==> config.mk <==
export PLATFORM = sky130hd
export DESIGN_NAME = gpio_board_io
export DESIGN_NICKNAME = d
export VERILOG_FILES = /design/src/rtl/gpio_io_pkg.sv /design/src/rtl/bin2bcd_seq.sv /design/src/rtl/gpio_board_io.sv
export SDC_FILE = /design/constraint.sdc
export NUM_CORES = 1
export LEC_CHECK = 0
export ABC_CLOCK_PERIOD_IN_PS = 10310
export CAP_MARGIN = 20
export CORE_MARGIN = 1
export CORE_UTILIZATION = 60
export DETAILED_ROUTE_END_ITERATION = 7
export PLACE_DENSITY = 0.81
export SYNTH_ARGS = -nofsm -noshare
export SYNTH_HDL_FRONTEND = slang
export SYNTH_HIERARCHICAL = 1
export SYNTH_SLANG_ARGS = --single-unit
==> constraint.sdc <==
create_clock -name clk -period 10.31 [get_ports clk]
set_clock_uncertainty 0.05 [all_clocks]
set_input_delay 2.062 -clock clk [delete_from_list [all_inputs] [get_ports clk]]
set_output_delay 2.062 -clock clk [all_outputs]
set_load 0.01 [all_outputs]
==> src/rtl/gpio_io_pkg.sv <==
// Shared types and seven-segment constants for the board GPIO block.
// Segment patterns are active-low {g,f,e,d,c,b,a}.
package gpio_io_pkg;

    typedef enum logic [1:0] {IDLE, SHIFT, LOAD} state_e;

    localparam int BCD_DIGITS = 10;

    localparam logic [6:0] SEG_BLANK = 7'h7F;
    localparam logic [6:0] SEG_DIGIT [0:9] = '{
        7'h40, 7'h79, 7'h24, 7'h30, 7'h19,
        7'h12, 7'h02, 7'h78, 7'h00, 7'h10
    };

    // Non-decimal nibbles cannot occur after double-dabble; they fall back to blank.
    function automatic logic [6:0] seg_decode(input logic [3:0] d);
        logic [6:0] s;
        s = SEG_BLANK;
        for (int i = 0; i < 10; i++) begin
            if (d == 4'(i)) s = SEG_DIGIT[i];
        end
        return s;
    endfunction

endpackage

==> src/rtl/bin2bcd_seq.sv <==
// Sequential 32-bit double-dabble: one add-3/shift iteration per clock.
// done is high for the single cycle the FSM sits in LOAD, when bcd is final.
module bin2bcd_seq
    import gpio_io_pkg::*;
(
    input  logic                      clk,
    input  logic                      rst,
    input  logic                      start,
    input  logic [31:0]               bin,
    output logic                      busy,
    output logic                      done,
    output logic [4*BCD_DIGITS-1:0]   bcd
);

    localparam int SW = 4*BCD_DIGITS + 32;

    state_e          state_q;
    logic [4:0]      cnt_q;
    logic [SW-1:0]   sh_q;
    logic [SW-1:0]   adj;
    logic            busy_q;
    logic            done_q;

    always_comb begin
        adj = sh_q;
        for (int i = 0; i < BCD_DIGITS; i++) begin
            if (sh_q[32+4*i +: 4] >= 4'd5) adj[32+4*i +: 4] = sh_q[32+4*i +: 4] + 4'd3;
        end
    end

    always_ff @(posedge clk or posedge rst) begin
        if (rst) begin
            state_q <= IDLE;
            cnt_q   <= '0;
            sh_q    <= '0;
            busy_q  <= 1'b0;
            done_q  <= 1'b0;
        end else begin
            case (state_q)
                IDLE: begin
                    done_q <= 1'b0;
                    if (start) begin
                        sh_q    <= {{(4*BCD_DIGITS){1'b0}}, bin};
                        cnt_q   <= '0;
                        busy_q  <= 1'b1;
                        state_q <= SHIFT;
                    end
                end
                SHIFT: begin
                    sh_q  <= {adj[SW-2:0], 1'b0};
                    cnt_q <= cnt_q + 5'd1;
                    if (cnt_q == 5'd31) begin
                        done_q  <= 1'b1;
                        state_q <= LOAD;
                    end
                end
                LOAD: begin
                    done_q  <= 1'b0;
                    busy_q  <= 1'b0;
                    state_q <= IDLE;
                end
                default: state_q <= IDLE;
            endcase
        end
    end

    assign busy = busy_q;
    assign done = done_q;
    assign bcd  = sh_q[SW-1:32];

endmodule

==> src/rtl/gpio_board_io.sv <==
// Board-side GPIO partner: debounced switches into gpio_in, and gpio_out
// shown in decimal on eight active-low seven-segment digits.
module gpio_board_io
    import gpio_io_pkg::*;
#(
    parameter int NUM_SW          = 18,
    parameter int DEBOUNCE_CYCLES = 50000,
    parameter bit BLANK_ZEROS     = 1'b1
) (
    input  logic              clk,
    input  logic              rst,
    input  logic [NUM_SW-1:0] sw,
    input  logic [31:0]       gpio_out,
    output logic [31:0]       gpio_in,
    output logic [6:0]        hex0,
    output logic [6:0]        hex1,
    output logic [6:0]        hex2,
    output logic [6:0]        hex3,
    output logic [6:0]        hex4,
    output logic [6:0]        hex5,
    output logic [6:0]        hex6,
    output logic [6:0]        hex7,
    output logic              busy,
    output logic              overflow
);

    localparam int PW = (DEBOUNCE_CYCLES > 1) ? $clog2(DEBOUNCE_CYCLES) : 1;

    logic [NUM_SW-1:0] sync1_q, sync1_d, sync2_q, sync2_d;
    logic [NUM_SW-1:0] samp_q, samp_d, stable_q, stable_d, eq;
    logic [PW-1:0]     presc_q, presc_d;
    logic              tick;
    logic [31:0]       ref_q, ref_d;
    logic [7:0][6:0]   seg_q, seg_d;
    logic              ovf_q, ovf_d;
    logic              start, cvt_busy, cvt_done, lead;
    logic [4*BCD_DIGITS-1:0] bcd;

    bin2bcd_seq u_bcd (
        .clk   (clk),
        .rst   (rst),
        .start (start),
        .bin   (gpio_out),
        .busy  (cvt_busy),
        .done  (cvt_done),
        .bcd   (bcd)
    );

    always_comb begin
        tick    = (presc_q == PW'(DEBOUNCE_CYCLES - 1));
        presc_d = tick ? '0 : presc_q + 1'b1;
        sync1_d = sw;
        sync2_d = sync1_q;
        // A bit only moves when two consecutive tick samples agree.
        eq       = ~(sync2_q ^ samp_q);
        samp_d   = tick ? sync2_q : samp_q;
        stable_d = tick ? ((stable_q & ~eq) | (sync2_q & eq)) : stable_q;

        start = !cvt_busy && (gpio_out != ref_q);
        ref_d = start ? gpio_out : ref_q;

        seg_d = seg_q;
        ovf_d = ovf_q;
        lead  = 1'b1;
        if (cvt_done) begin
            for (int k = 7; k >= 0; k--) begin
                lead = lead & (bcd[4*k +: 4] == 4'd0);
                seg_d[k] = (BLANK_ZEROS && k != 0 && lead) ? SEG_BLANK : seg_decode(bcd[4*k +: 4]);
            end
            ovf_d = |bcd[39:32];
        end
    end

    always_ff @(posedge clk or posedge rst) begin
        if (rst) begin
            sync1_q  <= '0;
            sync2_q  <= '0;
            samp_q   <= '0;
            stable_q <= '0;
            presc_q  <= '0;
            ref_q    <= '0;
            seg_q    <= {{7{SEG_BLANK}}, SEG_DIGIT[0]};
            ovf_q    <= 1'b0;
        end else begin
            sync1_q  <= sync1_d;
            sync2_q  <= sync2_d;
            samp_q   <= samp_d;
            stable_q <= stable_d;
            presc_q  <= presc_d;
            ref_q    <= ref_d;
            seg_q    <= seg_d;
            ovf_q    <= ovf_d;
        end
    end

    always_comb begin
        gpio_in             = '0;
        gpio_in[NUM_SW-1:0] = stable_q;
    end

    assign hex0     = seg_q[0];
    assign hex1     = seg_q[1];
    assign hex2     = seg_q[2];
    assign hex3     = seg_q[3];
    assign hex4     = seg_q[4];
    assign hex5     = seg_q[5];
    assign hex6     = seg_q[6];
    assign hex7     = seg_q[7];
    assign busy     = cvt_busy;
    assign overflow = ovf_q;

endmodule

== After elaboration in Yosys (flattened, before gate mapping) ==
Cells that the tools add are included.
Cells by class
  reduce and logical (&&, ||, !) cells: 20
  $add $sub $neg: 12
  eq/ne operators: 79
  bitwise operators: 12
  multiplexer cells: 108
  $lt $le $gt $ge: 10
Operators by type and width (count)
  $mux W7: 78
  $pmux W72 S2: 1
  $eq A4 B3 Y1 const B: 32
  $mux W72: 1
  $eq A4 B2 Y1 const B: 16
  $eq A4 B4 Y1 const B: 16
  $mux W6: 7
  $ge A4 B3 Y1 const B: 10
  $add A4 B2 Y4 const B: 9
  $and A18 B18 Y18: 2
  $mux W4: 9
  $not A18 Y18: 2
  $eq A4 B1 Y1 const B: 8
  $logic_not A4 Y1: 8
  $ne A32 B32 Y1: 1
  $or A18 B18 Y18: 1
  $xor A18 B18 Y18: 1
  $add A16 B1 Y16 const B: 1
  $eq A16 B16 Y1 const B: 1
  $mux W16: 1
  $pmux W5 S2: 1
  $reduce_and A2 Y1: 4
  $reduce_or A8 Y1: 1
  $and A1 B1 Y1: 6
  18 further kinds: 24
Word-level totals
  word-level logic and storage cells: 261
  register bits after elaboration: 258
  input port bits: 52
  output and inout port bits: 90

== Logic depth before layout (Yosys ltp) ==
Gate-level depths: netlist of run 1.
  depth after elaboration: 12
  depth in mapped cells: 10
  gate-level depth less buffers: 7

== Cells and area by module ==
The synthesis of run 1 kept the hierarchy.
Modules (own cells, without submodules)
  gpio_board_io: instances 1, cells each 767, sequential area each 4491.8 sq um, area each 8105.3 sq um
  bin2bcd_seq: instances 1, cells each 419, sequential area each 2026.9 sq um, area each 4227.8 sq um

== Least setup slack after synthesis of run 1 ==
No wires, ideal clock.
  kind: input to register
  from: input port gpio_out[28]
  to: register u_bcd.sh_q[13]
  setup slack: 6434 ps
  required time: 10139 ps
  arrival: 3705 ps
  setup time: 121 ps
  path buffers: 3
  stages on the path: 10
  cell sequence: xnor2_1 -> nand4_1 -> nor4_1 -> a21oi_1 -> buf_2 -> or3b_1 -> buf_2 -> buf_6 -> o22ai_1 -> nor2_1
On the way
  cells in the longest elaborated chain, start to end: 4
Ends and longest elaborated chain
  start: declaration: line gpio_board_io.sv:13  | input logic [31:0] gpio_out,
  $ne A32 B32 Y1: line gpio_board_io.sv:59  | start = !cvt_busy && (gpio_out != ref_q);
  $logic_and A1 B1 Y1: line gpio_board_io.sv:59
  named net start: line gpio_board_io.sv:36  | logic start, cvt_busy, cvt_done, lead;
  $ne A2 B2 Y1 (no source line)
  $reduce_and A2 Y1 (no source line)
  end signal: assignment: line bin2bcd_seq.sv:43  | sh_q <= {{(4*BCD_DIGITS){1'b0}}, bin};
  end signal: assignment: line bin2bcd_seq.sv:50  | sh_q <= {adj[SW-2:0], 1'b0};
  end: declaration: line bin2bcd_seq.sv:19  | logic [SW-1:0] sh_q;
The timed path passes the listed nets, and every way through them passes these cells.
A chain may end at the register's enable or synchronous reset.

== Final worst setup path of run 1 ==
  from: input port gpio_out[18]
  to: register u_bcd.sh_q[17]
On the way
  cells in the longest elaborated chain, start to end: 4
Ends and longest elaborated chain (line)
  $ne A32 B32 Y1: gpio_board_io.sv:59
  $logic_and A1 B1 Y1: gpio_board_io.sv:59
  $ne A2 B2 Y1 (no source line)
  $reduce_and A2 Y1 (no source line)
No other way between the ends.

==> results of run 1 <==
-- worst min path at each step --
| stage | from | to | slack, ns | cells past startpoint |
|---|---|---|---|---|
| 2_1_floorplan | sync1_q[0] | sync2_q[0] | 0.28 | 0 |
| 3_3_place_gp | sync1_q[4] | sync2_q[4] | 0.28 | 0 |
| 3_5_place_dp | sync1_q[4] | sync2_q[4] | 0.29 | 0 |
| 6_report | sync1_q[17] | sync2_q[17] | 0.29 | 0 |
| 5_1_grt | sync1_q[16] | sync2_q[16] | 0.30 | 0 |
| 4_1_cts | sync1_q[16] | sync2_q[16] | 0.30 | 0 |
-- area by class of cell --
cell class,count,share of cell area [%]
flip-flops and latches,258,45.0
multi-input cells,780,35.4
repair buffers,137,9.52
clock buffers,42,5.46
well taps,270,2.33
inverters,73,1.93
clock inverters,3,0.354
-- worst max-delay path, delay by kind of cell --
kind	cells	cell delay [ns]
xor gates and xnor gates	1	0.15
AOI/OAI and AO/OA	2	0.37
and+or+nand+nor	4	1.67
buffers and inverters	1	0.55
-- cells in the final DEF, fill, tap and decap left out, types with 8 or more instances in the layout --
cell type | synthesis | routed
buf_4 | 19 | 8
xor2_1 | 8 | 8
o22ai_2 | 10 | 10
nand3_1 | 11 | 11
a32o_1 | 10 | 10
conb_1 | 1 | 14
o311ai_1 | 10 | 10
nor3_1 | 8 | 8
xnor2_1 | 49 | 49
clkbuf_1 | 32 | 8
dfstp_2 | 50 | 50
inv_1 | 73 | 71
mux2_2 | 34 | 34
o21ai_0 | 45 | 45
o2111ai_1 | 23 | 23
mux2i_1 | 10 | 10
a21oi_1 | 61 | 60
o21ai_2 | 15 | 15
nand4_1 | 13 | 13
o21ai_1 | 32 | 32
o221ai_1 | 11 | 11
o22ai_1 | 19 | 19
clkdlybuf4s50_1 | 0 | 127
ha_1 | 23 | 23
clkbuf_8 | 0 | 8
a41oi_1 | 12 | 12
a31oi_1 | 19 | 19
nor2b_1 | 16 | 15
o32ai_1 | 10 | 10
dfrtp_1 | 208 | 207
o21a_1 | 20 | 20
o31ai_1 | 11 | 11
nor2_1 | 119 | 119
a22oi_1 | 13 | 13
nand2_1 | 92 | 92
clkbuf_16 | 0 | 26
-- registers in the layout (all words and copies together) (netlist names), 2 cells and up, named ones only --
signal,count
hex7,7
hex4,7
u_bcd/state_q,2
sync1_q,18
samp_q,18
hex0,7
hex1,7
ref_q,32
hex6,7
u_bcd/sh_q,72
u_bcd/cnt_q,5
hex5,7
hex2,7
hex3,7
sync2_q,18
presc_q,16
-- per-layer routing --
layer | track usage, % | up-vias | wire length (um)
met2 | 40.3 | 212 | 12900
met4 | 6.11 | 0 | 438
li1 | - | 4366 | -
met3 | 3.01 | 44 | 924
met1 | 35.1 | 4492 | 11700
met5 | 0 | - | 0
-- power breakdown --
part           internal, mW  total [mW]  leakage [nW]  switching, mW
combinational         0.390       0.727          2.42          0.337
sequential             1.24        1.41          3.16          0.162
clock                 0.546       0.927         0.412          0.381
-- kinds of logic (layout without fill, tap and decap cells) --
logic type	count (synthesis)	in the layout
AO/OA/AOI/OAI	347	347
AND/OR/NAND/NOR	295	295
flip-flops	258	258
buffers and inverters	161	255
XOR/XNOR	57	57
multiplexers	44	44
adder cells (fa/ha/maj)	23	23
other	1	14
==> flow_metrics.py, run 1 <==
metrics = {
    "outcome": {
        "run_status": "completed",
    },
    "clock_tree": {
        "postCtsResizedCells": 0,
        "clk_pin_slew_ns": 0.06,
        "tritoncts": "done",
        "htree_levels": 1,
        "clockRootBuffer": "clkbuf_16",
        "clock-sinks": 258,
        "post-cts-setup-buffers": 0,
        "clk_path_buf_depth": 3,
        "cts_hold_buf": 0,
        "clock_latency_ns": 0.53,
        "cts_buffers": 26,
    },
    "setup_path": {
        "cp.required_ns": 10.72,
        "timing.rr.end": "u_bcd/sh_q[17]",
        "arrival_ns": 4.81,
        "r2r_start": "ref_q[0]",
        "cp-startpoint": "gpio_out[18]",
        "critPathKind": "in -> reg",
        "critPathMaxStageDelay_ns": 0.86,
        "cp-end-kind": "register",
        "worstPathCellList": "clkdlybuf4s50_1, xnor2_1, nand4_1, nor4_1, a21oi_4, or3b_1, o22ai_1, nor2_1",
        "crit_path_end": "u_bcd/sh_q[17]",
        "cp_max_fo": 23,
        "slowest_stage": "or3b_1",
        "reg2reg_slack_ns": 7.55,
        "ff2ff_path_depth": 7,
        "startpoint_type": "primary input",
    },
    "route": {
        "vias": 9114,
        "drcViolationCount": 0,
        "viasPerCell": 5.83,
        "totalWireLength_um": 25900,
        "drt_first_iter_violations": 594,
        "drtPass1Iterations": 5,
        "antenna_left": 0,
        "wl_per_cell_um": 16.6,
    },
    "worst_hold_path": {
        "hold_class": "reg -> reg",
    },
    "logic_synthesis": {
        "synth_area_leaders": "dfrtp_1 42%, dfstp_2 11%, nor2_1 3.6%",
        "muxShareOfSynthArea_pct": 3.92,
        "synth_compound_area_share_pct": 19.5,
        "yosysTopAreaCellShare_pct": 42.2,
        "syn_avg_cell_area_um2": 10.4,
        "synth-xor-area-share_pct": 4.05,
        "synth_top_family_by_area": "compound AO/OA/AOI/OAI gates",
        "synth_edf_count": 0,
        "synth-simple-area-share_pct": 11.2,
        "ys_types": 71,
        "yosys_warnings": 6,
        "yosys.cell_count.top_type": "dfrtp_1",
        "synthAdderAreaFrac_pct": 2.33,
        "yosysSeqAreaShare_pct": 52.9,
        "ys_ff_latch": 258,
        "synth_common_cells": "208 x dfrtp_1, 119 x nor2_1, 92 x nand2_1",
        "syn_area_um2": 12300,
        "synth_top_flop_cell": "dfrtp_1",
        "syn_inst": 1186,
        "synthArstFlopShare_pct": 100,
        "yosys.area.top_type": "dfrtp_1",
    },
    "place": {
        "place_hpwl_um": 16200,
        "dp.cells": 1516,
        "gp_congestion": 0.813,
        "port_buffers": 127,
        "dp_slack_ns": 5.40,
        "dpl-instance-area_um2": 13600,
    },
    "finish": {
        "postLayoutCellArea_um2": 14500,
        "multi_input_area_um2": 5130,
        "drive_above_1_share_pct": 13.7,
        "layout.nets": 1351,
        "num-fill-cells": 1425,
        "synthToLayoutAreaGrowth_pct": 17.5,
        "regArea_um2": 6520,
        "final_core_util_pct": 71.8,
        "diodes": 0,
        "layoutNonFillerInstCount": 1563,
    },
    "power_and_ir_drop": {
        "power.leakage_nw": 6.00,
        "p_per_area_nw_per_um2": 211,
        "irDropWorstVdd_mv": 0.134,
        "finalPower_mw": 3.06,
    },
    "timing": {
        "holdWs_ns": 0.293,
        "drv_slew": 0,
        "finalSetupViolCount": 0,
        "rsz0062_at_grt": "no",
        "tightest_slew_ns": 1.00,
        "hold_viol_final": 0,
        "finalCritPeriodShare_pct": 42.7,
        "setup_ws_ns": 5.91,
        "finalCriticalPeriod_ns": 4.40,
        "max_slew_margin_pct": 33.4,
        "final.setup.tns_ns": 0,
        "fmax_ghz": 0.227,
    },
    "grt": {
        "grt_max_degree": 123,
        "antenna_found_initial": 0,
        "grt_overflow": 0,
        "grt_usage_pct": 24.6,
        "grt_pass1_wl_um": 43300,
        "grt_pass1_vias": 8741,
    },
    "die": {
        "die-area_um2": 21100,
        "ioPinCount": 142,
        "die_h_um": 145,
        "dieWidth_um": 145,
        "initial_core_util_pct": 61.1,
        "rows": 52,
        "core_area_um2": 20200,
    },
    "flow_run": {
        "maxCapViolations": 0,
    },
}
Power figures use the tool's default switching activity.
==> inputs of run 2 (changes only) <==
--- a/config.mk
+++ b/config.mk
@@ -5,12 +5,12 @@
 export SDC_FILE = /design/constraint.sdc
 export NUM_CORES = 1
 export LEC_CHECK = 0
-export ABC_CLOCK_PERIOD_IN_PS = 10310
+export ABC_CLOCK_PERIOD_IN_PS = 4300
 export CAP_MARGIN = 20
 export CORE_MARGIN = 1
-export CORE_UTILIZATION = 60
+export CORE_UTILIZATION = 57
 export DETAILED_ROUTE_END_ITERATION = 7
-export PLACE_DENSITY = 0.81
+export PLACE_DENSITY = 0.77
 export SYNTH_ARGS = -nofsm -noshare
 export SYNTH_HDL_FRONTEND = slang
 export SYNTH_HIERARCHICAL = 1
==> constraint.sdc (replaced) <==
create_clock -name clk -period 4.3 [get_ports clk]
set_clock_uncertainty 0.05 [all_clocks]
set_input_delay 0.86 -clock clk [delete_from_list [all_inputs] [get_ports clk]]
set_output_delay 0.86 -clock clk [all_outputs]
set_load 0.01 [all_outputs]
==> run 2 against run 1 <==
Non-clock buffer count is 2 higher. Global-route usage down 1.3 points. Total power up 140%. Final cell count grew 0.70%. Largest cell class unchanged. Highest routed layer unchanged.
==> flow_metrics.py, run 2 (synthesis gave the netlist of run 1 again) <==
metrics = {
    "outcome": {
        "run_status": "completed",
    },
    "route": {
        "antenna_left": 0,
        "routed-wl-met2_um": 12100,
        "top_layer": "met4",
        "viasPerCell": 5.73,
        "drt_first_iter_violations": 553,
        "met3_length_um": 944,
        "wl_met1_um": 12000,
        "vias": 9024,
        "drtPass1Iterations": 7,
        "drcViolationCount": 0,
        "totalWireLength_um": 25500,
        "wl_per_cell_um": 16.2,
    },
    "finish": {
        "mostFrequentLayoutCells": "207 x dfrtp_1, 127 x clkdlybuf4s50_1, 119 x nor2_1, 92 x nand2_1, 71 x inv_1",
        "layout.nets": 1354,
        "top_register": "u_bcd/sh_q",
        "num-fill-cells": 1552,
        "largest_reg_flops": 72,
        "synthToLayoutAreaGrowth_pct": 17.9,
        "diodes": 0,
        "drive_above_1_share_pct": 13.9,
        "layoutNonFillerInstCount": 1574,
        "final_common_cell": "dfrtp_1",
        "top_regs": "u_bcd/sh_q: 72 flops, ref_q: 32 flops",
        "final_core_util_pct": 69.0,
    },
    "die": {
        "core_area_um2": 21100,
        "die-area_um2": 22200,
        "rows": 53,
        "initial_core_util_pct": 58.5,
        "ioPinCount": 142,
        "dieWidth_um": 149,
        "die_h_um": 149,
    },
    "clock_tree": {
        "clk_pin_slew_ns": 0.06,
        "htree_levels": 1,
        "postCtsResizedCells": 0,
        "clockRootBuffer": "clkbuf_16",
        "cts_hold_buf": 0,
        "post-cts-setup-buffers": 0,
        "cts_buffers": 27,
        "clk_path_buf_depth": 3,
        "tritoncts": "done",
        "clock-sinks": 258,
        "clock_latency_ns": 0.53,
    },
    "power_and_ir_drop": {
        "p_int_mw": 5.32,
        "switchingPower_mw": 2.12,
        "p_per_area_nw_per_um2": 512,
        "switching_share_pct": 28.5,
        "power.leakage_nw": 6.02,
        "p_comb_share_pct": 23.3,
        "p_clk_share_pct": 31.2,
        "p_seq_share_pct": 45.4,
        "irDropWorstVdd_mv": 0.337,
    },
    "setup_path": {
        "cp_max_fo": 35,
        "critPathMaxStageDelay_ns": 0.53,
        "slowest_stage": "nor4_1",
        "path_delay_family": "compound AO/OA/AOI/OAI gates",
        "cp-end-kind": "register",
        "startpoint_type": "primary input",
        "cp.required_ns": 4.71,
        "critPathKind": "in -> reg",
        "arrival_ns": 3.48,
        "critPathBufInv": 2,
        "worstPathCellList": "clkdlybuf4s50_1, xnor2_1, nand4_1, nor4_1, a21oi_4, o21ba_2, buf_4, o31ai_1, a32o_1",
    },
    "timing": {
        "finalSetupViolCount": 0,
        "hold_viol_final": 0,
        "tightest_slew_ns": 0.971,
        "rsz0062_at_grt": "no",
        "finalCritPeriodShare_pct": 71.5,
        "holdWs_ns": 0.295,
        "finalCriticalPeriod_ns": 3.08,
        "drv_slew": 0,
        "final.setup.tns_ns": 0,
        "max_slew_margin_pct": 35.0,
        "fmax_ghz": 0.325,
    },
    "place": {
        "gp_congestion": 0.807,
        "place_hpwl_um": 16400,
        "dp.cells": 1525,
        "port_buffers": 127,
    },
    "worst_hold_path": {
        "hold_class": "reg -> reg",
    },
    "flow_run": {
        "maxCapViolations": 0,
    },
    "grt": {
        "antenna_found_initial": 0,
        "grt_usage_pct": 23.3,
        "grt_pass1_wl_um": 42300,
        "grt_overflow": 0,
        "grt_pass1_vias": 8540,
        "grt_max_degree": 111,
    },
}
-- run 2: cell types whose count changed in the layout (fill, tap and decap cells not counted), sizes merged --
| cell | before | now |
|---|---|---|
| buf | 10 | 12 |
| clkinv | 3 | 7 |
| bufinv | 1 | 3 |
| clkbuf | 42 | 39 |
| clkinvlp | 0 | 1 |
-- run 2: power by group through the flow --
stage / clock, mW / combinational (mW) / sequential (mW)
3_5_place_dp: 0 / 1.74 / 3.41
5_1_grt: 2.48 / 1.92 / 3.44
4_1_cts: 2.38 / 1.75 / 3.38
2_1_floorplan: 0 / 1.02 / 3.37
3_3_place_gp: 0 / 1.70 / 3.40
6_report: 2.33 / 1.74 / 3.38
-- run 2: metal layers --
metal  up-vias  track usage [%]
met5         -                0
met1      4419             34.1
li1       4388                -
met3        33             3.33
met4         0             5.87
met2       184             36.7
-- run 2: worst paths after layout --
path / slack [ns] / start / endpoint / depth (start not counted)
setup reg to reg: 1.65 / ref_q[9] / u_bcd/sh_q[35] / 8
hold / removal: 0.29 / sync1_q[0] / sync2_q[0] / 0
min in group asynchronous: 0.76 / rst / ref_q[31] / 2
setup / recovery: 1.22 / gpio_out[9] / u_bcd/sh_q[35] / 9
hold reg to reg: 0.29 / sync1_q[0] / sync2_q[0] / 0
max in group asynchronous: 2.46 / rst / hex0[3] / 3
-- run 2: layout make-up --
cell class | instances | area (um^2) | share of cell area, %
Sequential cell | 258 | 6520 | 44.8
Multi-Input combinational cell | 780 | 5130 | 35.3
Timing Repair Buffer | 139 | 1390 | 9.53
Clock buffer | 39 | 761 | 5.23
Tap cell | 275 | 344 | 2.37
Inverter | 73 | 279 | 1.92
Clock inverter | 10 | 126 | 0.869
-- run 2: through the flow --
stage / setup WS [ns] / power, mW / area [um^2]
CTS: 1.24 / 7.51 / 14500
detailed placement: 0.714 / 5.15 / 13700
finish: 1.22 / 7.44 / 14500
global route: 0.994 / 7.84 / 14500
floorplan: 1.16 / 4.39 / 12400
global placement: 0.739 / 5.11 / 13700
-- run 2: worst register-to-register path, delay by kind of cell (launching register included) --
kind / cells / cell delay (ns)
AOI/OAI and AO/OA: 4 / 0.92
xor gates and xnor gates: 1 / 0.23
buffers and inverters: 1 / 0.33
DFF: 1 / 0.38
and+or+nand+nor: 2 / 0.68
